`src/rtl/xadc_drp_scan_avg.sv`:
```
// Multi-channel XADC DRP sampler: on each EOC it reads NUM_CH aux channels,
// averages 2**AVG_LOG2 scans per channel and streams one result per channel.
module xadc_drp_scan_avg #(
    parameter int                  NUM_CH       = 4,
    parameter logic [7*NUM_CH-1:0] CH_ADDR_LIST = {7'h17, 7'h16, 7'h15, 7'h14},
    parameter int                  AVG_LOG2     = 2,
    parameter int                  DATA_W       = 12,
    parameter int                  DRP_TIMEOUT  = 63,
    localparam int                 CH_W         = (NUM_CH > 1) ? $clog2(NUM_CH) : 1
) (
    input  logic              clk_78MHz_i,
    input  logic              reset_i,
    input  logic              eoc_i,
    output logic              drp_den_o,
    output logic              drp_dwe_o,
    output logic [6:0]        drp_daddr_o,
    output logic [15:0]       drp_di_o,
    input  logic [15:0]       drp_do_i,
    input  logic              drp_drdy_i,
    output logic [DATA_W-1:0] sample_data_o,
    output logic [CH_W-1:0]   sample_ch_o,
    output logic              sample_valid_o,
    input  logic              sample_ready_i,
    output logic              overrun_o,
    output logic              timeout_err_o,
    input  logic              clear_flags_i
);

    localparam int ACC_W  = DATA_W + AVG_LOG2;
    localparam int SCAN_W = (AVG_LOG2 > 0) ? AVG_LOG2 : 1;
    localparam int TO_W   = (DRP_TIMEOUT > 1) ? $clog2(DRP_TIMEOUT + 1) : 1;

    localparam logic [SCAN_W-1:0] SCAN_LAST = SCAN_W'((1 << AVG_LOG2) - 1);
    localparam logic [CH_W-1:0]   CH_LAST   = CH_W'(NUM_CH - 1);
    localparam logic [TO_W-1:0]   TO_LAST   = TO_W'(DRP_TIMEOUT - 1);

    typedef enum logic [2:0] {IDLE, REQ, WAIT, ACC, EMIT} state_t;

    state_t              state_reg, state_next;
    logic [CH_W-1:0]     ch_reg, ch_next;
    logic [CH_W-1:0]     k_reg, k_next;
    logic [SCAN_W-1:0]   scan_reg, scan_next;
    logic [TO_W-1:0]     to_reg, to_next;
    logic [DATA_W-1:0]   cap_reg, cap_next;
    logic                overrun_reg, overrun_next;
    logic                timeout_reg, timeout_next;
    logic                acc_clear, acc_add, timeout_set;
    logic [ACC_W-1:0]    acc_q [NUM_CH];
    logic [ACC_W-1:0]    acc_sel;

    always_comb begin
        state_next  = state_reg;
        ch_next     = ch_reg;
        k_next      = k_reg;
        scan_next   = scan_reg;
        to_next     = to_reg;
        cap_next    = cap_reg;
        acc_clear   = 1'b0;
        acc_add     = 1'b0;
        timeout_set = 1'b0;
        case (state_reg)
            IDLE: begin
                if (eoc_i) begin
                    state_next = REQ;
                    ch_next    = '0;
                end
            end
            REQ: begin
                state_next = WAIT;
                to_next    = '0;
            end
            WAIT: begin
                if (drp_drdy_i) begin
                    cap_next   = drp_do_i[15 -: DATA_W];
                    state_next = ACC;
                end else if (to_reg == TO_LAST) begin
                    // A lost read poisons the whole averaging window, so restart it.
                    timeout_set = 1'b1;
                    acc_clear   = 1'b1;
                    scan_next   = '0;
                    state_next  = IDLE;
                end else begin
                    to_next = to_reg + TO_W'(1);
                end
            end
            ACC: begin
                acc_add = 1'b1;
                if (ch_reg != CH_LAST) begin
                    ch_next    = ch_reg + CH_W'(1);
                    state_next = REQ;
                end else if (scan_reg != SCAN_LAST) begin
                    scan_next  = scan_reg + SCAN_W'(1);
                    state_next = IDLE;
                end else begin
                    k_next     = '0;
                    state_next = EMIT;
                end
            end
            EMIT: begin
                if (sample_ready_i) begin
                    if (k_reg == CH_LAST) begin
                        acc_clear  = 1'b1;
                        scan_next  = '0;
                        k_next     = '0;
                        state_next = IDLE;
                    end else begin
                        k_next = k_reg + CH_W'(1);
                    end
                end
            end
            default: state_next = IDLE;
        endcase

        // Set beats clear when both land in the same cycle.
        overrun_next = overrun_reg;
        timeout_next = timeout_reg;
        if (clear_flags_i) begin
            overrun_next = 1'b0;
            timeout_next = 1'b0;
        end
        if (eoc_i && (state_reg != IDLE)) overrun_next = 1'b1;
        if (timeout_set) timeout_next = 1'b1;
    end

    always_ff @(posedge clk_78MHz_i) begin
        if (reset_i) begin
            state_reg   <= IDLE;
            ch_reg      <= '0;
            k_reg       <= '0;
            scan_reg    <= '0;
            to_reg      <= '0;
            cap_reg     <= '0;
            overrun_reg <= 1'b0;
            timeout_reg <= 1'b0;
        end else begin
            state_reg   <= state_next;
            ch_reg      <= ch_next;
            k_reg       <= k_next;
            scan_reg    <= scan_next;
            to_reg      <= to_next;
            cap_reg     <= cap_next;
            overrun_reg <= overrun_next;
            timeout_reg <= timeout_next;
        end
    end

    // Per-channel accumulators are wide enough for 2**AVG_LOG2 full-scale samples.
    for (genvar gi = 0; gi < NUM_CH; gi++) begin : g_acc
        logic [ACC_W-1:0] acc_reg;
        always_ff @(posedge clk_78MHz_i) begin
            if (reset_i || acc_clear) begin
                acc_reg <= '0;
            end else if (acc_add && (ch_reg == CH_W'(gi))) begin
                acc_reg <= acc_reg + ACC_W'(cap_reg);
            end
        end
        assign acc_q[gi] = acc_reg;
    end

    if (DATA_W < 16) begin : g_unused_low
        logic unused_do_low;
        assign unused_do_low = ^drp_do_i[15-DATA_W:0];
    end

    assign acc_sel = acc_q[k_reg];

    assign drp_den_o      = (state_reg == REQ);
    assign drp_dwe_o      = 1'b0;
    assign drp_di_o       = '0;
    assign drp_daddr_o    = ((state_reg == REQ) || (state_reg == WAIT)) ?
                            CH_ADDR_LIST[7*int'(ch_reg) +: 7] : 7'd0;
    assign sample_valid_o = (state_reg == EMIT);
    assign sample_ch_o    = (state_reg == EMIT) ? k_reg : '0;
    assign sample_data_o  = (state_reg == EMIT) ? acc_sel[ACC_W-1:AVG_LOG2] : '0;
    assign overrun_o      = overrun_reg;
    assign timeout_err_o  = timeout_reg;

endmodule

```
`config.mk`:
```
export PLATFORM = sky130hd
export DESIGN_NAME = xadc_drp_scan_avg
export DESIGN_NICKNAME = d
export VERILOG_FILES = /design/src/rtl/xadc_drp_scan_avg.sv
export SDC_FILE = /design/constraint.sdc
export NUM_CORES = 1
export LEC_CHECK = 0
export BUFFER_PORTS_ARGS = -buffer_cell sky130_fd_sc_hd__buf_4
export CORE_ASPECT_RATIO = 0.5
export CORE_MARGIN = 4
export CORE_UTILIZATION = 40
export CTS_CLUSTER_SIZE = 10
export DETAILED_ROUTE_END_ITERATION = 10
export GPL_TIMING_DRIVEN = 1
export PLACE_DENSITY = 0.69
export SYNTH_ARGS = -nofsm -noshare
export SYNTH_HDL_FRONTEND = slang
export SYNTH_SLANG_ARGS = --single-unit
```
`constraint.sdc`:
```
create_clock -name clk_78MHz_i -period 2.16 [get_ports clk_78MHz_i]
set_input_delay 0.108 -clock clk_78MHz_i [delete_from_list [all_inputs] [get_ports clk_78MHz_i]]
set_output_delay 0.108 -clock clk_78MHz_i [all_outputs]
set_load 0.02 [all_outputs]
```
* Word-level counts from Yosys, hierarchy flattened *
Index checks and enable logic that the tools add are counted.

operators by class
  add/sub/neg operators = 8
  eq/ne operators = 22
  order comparisons = 1
  reduce and logical (&&, ||, !) cells = 22
  bitwise logic cells = 1
  shift-type cells = 1
  div/mod/pow operators = 0
  multiplexer cells = 42
  multipliers = 1

operators by type and width
  operator                   count
  $add A14 B12 Y14           4
  $bmux W14 S2               1
  $mux W14                   2
  $shiftx A28 B6 Y7 const A  1
  $mux W2                    13
  $mux W3                    7
  $ne A2 B2 Y1 const B       10
  $pmux W3 S5                1
  $mux W12                   1
  $mux W6                    2
  $pmux W6 S2                1
  $reduce_bool A2 Y1         5
  $mux W1                    9
  $pmux W2 S2                2
  $reduce_and A4 Y1          2
  $mux W7                    1
  $reduce_and A7 Y1          1
  $add A2 B1 Y2 const B      3
  $add A6 B1 Y6 const B      1
  $eq A2 B2 Y1 const B       3
  $eq A3 B2 Y1 const B       2
  $eq A6 B6 Y1 const B       1
  $pmux W2 S3                1
  $reduce_and A3 Y1          2
  other kinds (15)           22

storage, ports and cells
  memories = 0
  logic and storage cells = 110
  RAM bits = 0
  flip-flop bits (word level) = 85
  ROM bits = 0
  input port bits = 22
  output and inout port bits = 42
  bits in latches = 0

* Depth between registers and ports, before layout *
  depth in word-level cells = 5
  mapped depth = 9
  mapped depth without buffers = 9

* Worst setup path before layout *
No wires, ideal clock.

  path kind = register -> register
  start = reg cap_reg[1]
  end = reg g_acc[0].acc_reg[12]
  slack = 29 ps
  arrival time = 2004 ps
  setup time = 127 ps
  data required time = 2033 ps
  buffers on the path = 0
  period minus slack after synthesis = 2131 ps
  cell stages (with the launch flop) = 9
  cells stage by stage = dfxtp_1 inv_1 fa_1 nor2b_1 o31a_1 o21ai_1 o21ai_1 nor4b_1 or3_1

on the way
  cells in the longest elaborated chain, start to end = 1

ends and longest elaborated chain
  item                    line  source
  from (decl)             44    logic [DATA_W-1:0] cap_reg, cap_next;
  from (signal assigned)  141   cap_reg <= cap_next;
  $add A14 B12 Y14        154   acc_reg <= acc_reg + ACC_W'(cap_reg);
  to (signal assigned)    154
  to (decl)               149   logic [ACC_W-1:0] acc_reg;

No other way between the ends.
A chain may end at the register's enable or synchronous reset.

* Worst setup path in the final report *
  start = reg cap_reg[0]
  end = reg g_acc[1].acc_reg[12]

on the way
  cells in the longest elaborated chain, start to end = 1

ends and longest elaborated chain
  item                  line
  $add A14 B12 Y14      154
  to (signal assigned)  154
  to (decl)             149

No other way between the ends.

==> summary.log <==
[routing] first-pass detailed-route iteration total 5
[sta] Min Clock Period, post-route 2.13 ns
[sta] hold violation total from the final report 0
[global_route] wire length of the first global-routing pass 26.7 mm
[sta] RSZ-0062 raised after global routing yes
[setup_path] capturing element type of the critical path flip-flop
[logic_synthesis] Synth Flop Type sky130_fd_sc_hd__dfxtp_1
[floorplanning] placement row count 31
[logic_synthesis] number of distinct standard cells referenced by the synthesized netlist 61
[floorplanning] Die W 183 um
[cts] maximum count of clock buffers along a single path 2
[setup_path] endpoint arrival time on the critical path 2.35 ns
[logic_synthesis] synthesized area per cell 7.95 um2
[placement] placed standard-cell area 6900 um2
[floorplanning] floorplan core area 14700 um2
[placement] global placement routability congestion 0.957
[final_layout] multi-input combinational cell area 4270 um2
[placement] HPWL after DPL 12.7 mm
[global_route] maximum number of pins on one net before global-route repair 29
[sta] endpoints failing setup 0
[logic_synthesis] Yosys Warn Count 0
[sta] total negative slack 0 ns
[final_layout] antenna diode count 0
[final_layout] top library cells by usage in the layout, fill and taps aside sky130_fd_sc_hd__buf_4, sky130_fd_sc_hd__nand2_1, sky130_fd_sc_hd__a21oi_1, sky130_fd_sc_hd__dfxtp_1, sky130_fd_sc_hd__nor2_1
[routing] count of unresolved DRC violations after routing 0
[final_layout] number of flip-flops under the largest register name 56
[logic_synthesis] cell area after synthesis 6100 um2
[logic_synthesis] number of synthesized register bits 85
[logic_synthesis] Seq/Total Area, Yosys 27.9%
[setup_path] crit path kind reg2reg
[power] pwr/cell area 494 nW/um2
[setup_path] worst endpoint required time 2.38 ns
[sta] worst-margin pin slew 0.650 ns
[routing] wire per inst 15.9 um
[global_route] total congestion overflow 0
[routing] antenna-violating nets left 0
[cts] Post-CTS Hold Fix Bufs 0
[final_layout] Layout area overhead 21.8%
[final_layout] non-filler cells, final 1052
[power] static power due to leakage 3.14 nW
[sta] worst hold slack after final layout 0.0164 ns
[routing] Final Routed Wirelength 16.8 mm
[logic_synthesis] fraction of registers with async set/reset 0%
[cts] number of clock sinks 85
[final_layout] post-route cell area 7430 um2
[final_layout] Post-layout nets 931
[final_layout] final core utilization 50.5%
[sta] achievable clock frequency 470 MHz
[routing] violation count after the first detailed-route iteration 356
[floorplanning] Die Outline Area 17400 um2
[power] Max rail drop VDD 0.000423 V
[sta] Pins Over Slew Limit 0
[logic_synthesis] number of enable flip-flop cells after synthesis 0
[sta] fin crit share 98.4%
[sta] Clock Skew 0.00634 ns
[final_layout] fraction of layout instances using a drive strength above 1 22.2%
[cts] clock-pin slew on the worst setup and hold paths 0.06 ns
[global_route] number of global-route vias before repair 5538
[floorplanning] initial core utilization 41.5%
[logic_synthesis] Gate Count Post-Synth 767
[placement] number of placed instances, taps included 1032
[floorplanning] Ports 64
[routing] routed via count divided by cell count 5.61
[setup_path] Critical Path Source Type flip-flop
[cts] clk_lat worst skew 0.34 ns
[setup_path] maximum fanout encountered on the critical timing path 5
[final_layout] commonest non-fill, non-tap cell in the layout sky130_fd_sc_hd__buf_4
[global_route] global-route usage over all layers 19.0%
[sta] Slew HR 56.7%
[cts] number of CTS-inserted buffers 9
[floorplanning] floorplan die height 95.3 um
[final_layout] Sequential Area 1710 um2
[routing] number of vias after detailed routing 5897
[cts] root cell of the clock tree sky130_fd_sc_hd__clkbuf_16
[final_layout] Layout fillers 1354
[run] number of maximum-capacitance violations 0
[hold_path] Hold WC Path Type in2reg
[cts] TritonCTS clock tree done
[placement] count of buffers inserted at the top-level ports 39
[cts] H-tree depth 3
[global_route] antenna violations before repair 0
[outcome] status complete, no violations
==> routing by layer <==
layer,vias up,global-route usage [%],routed length (um)
met4,0,5.81,343
met2,211,31.9,7400
met5,-,0,0
met3,31,2.93,1140
li1,2909,-,-
met1,2746,25.4,7870
==> area by class of cell <==
class                           instances  share of cell area (%)
Clock inverter                          5                   0.674
Tap cell                              198                    3.34
Clock buffer                           11                    3.27
Sequential cell                        85                    23.0
Timing Repair Buffer                  107                    11.0
Inverter                               22                    1.11
Multi-Input combinational cell        624                    57.5
==> synthesized netlist by cell type (11+ instances only) <==
library cell	n	area (um2)
sky130_fd_sc_hd__mux4_2	12	270
sky130_fd_sc_hd__inv_1	20	75.1
sky130_fd_sc_hd__nand3_1	27	135
sky130_fd_sc_hd__xnor2_1	13	114
sky130_fd_sc_hd__o21ai_0	32	160
sky130_fd_sc_hd__and3_1	20	125
sky130_fd_sc_hd__nand2_1	92	345
sky130_fd_sc_hd__a31oi_1	11	68.8
sky130_fd_sc_hd__a211oi_1	17	128
sky130_fd_sc_hd__dfxtp_1	85	1700
sky130_fd_sc_hd__buf_4	22	165
sky130_fd_sc_hd__ha_1	56	701
sky130_fd_sc_hd__clkbuf_1	22	82.6
sky130_fd_sc_hd__nor2_1	77	289
sky130_fd_sc_hd__a21oi_1	90	450
==> stage by stage <==
stage | setup WS (ns) | total power (W)
3_5_place_dp | -0.160 | 0.00215
5_1_grt | -0.0971 | 0.00381
2_1_floorplan | 0.0288 | 0.00200
3_3_place_gp | -0.109 | 0.00214
6_report | 0.0343 | 0.00367
4_1_cts | 0.000410 | 0.00369
==> worst paths after layout <==
| path | cells after the start | from | to | slack (ns) |
|---|---|---|---|---|
| setup reg to reg | 9 | cap_reg[0] | g_acc[1].acc_reg[12] | 0.03 |
| hold reg to reg | 2 | scan_reg[1] | scan_reg[1] | 0.46 |
| hold / removal | 3 | drp_do_i[13] | cap_reg[9] | 0.02 |
| setup / recovery | 9 | cap_reg[0] | g_acc[1].acc_reg[12] | 0.03 |
==> cells by family (layout without fill, tap and decap cells) <==
group / after synthesis / after routing / share of synthesized area [%]
AO/OA/AOI/OAI: 216 / 216 / 22.0
multiplexers: 16 / 16 / 5.09
AND/OR/NAND/NOR: 291 / 291 / 22.9
buffers and inverters: 77 / 145 / 6.30
XOR/XNOR: 21 / 21 / 3.02
adder cells (fa/ha/maj): 60 / 60 / 12.8
flip-flops: 85 / 85 / 27.9
other: 1 / 20 / 0.0615
==> what timing repair did <==
| action | CTS | global route |
|---|---|---|
| cloned | 0 | 0 |
| setup buffers | 0 | 4 |
| gates resized for setup | 14 | 40 |
| setup endpoints to repair | 21 | 28 |
| pin swaps | 2 | 19 |
==> report_power, final <==
| group | switching (W) | internal [W] | total [W] |
|---|---|---|---|
| clock network | 0.000618 | 0.000920 | 0.00154 |
| logic | 0.000294 | 0.000198 | 0.000492 |
| registers | 0.0000430 | 0.00160 | 0.00164 |
==> worst max-delay path, stage by stage (launching register included) <==
cell and delay, ns:
sky130_fd_sc_hd__dfxtp_4 0.38, sky130_fd_sc_hd__ha_2 0.19, sky130_fd_sc_hd__inv_1 0.06, sky130_fd_sc_hd__fa_2 0.20, sky130_fd_sc_hd__nor2b_2 0.05, sky130_fd_sc_hd__o31a_1 0.32
sky130_fd_sc_hd__o21ai_2 0.21, sky130_fd_sc_hd__o21ai_2 0.08, sky130_fd_sc_hd__and3_1 0.16, sky130_fd_sc_hd__or3_1 0.36
Note: power is estimated with default switching activity, not from simulation.
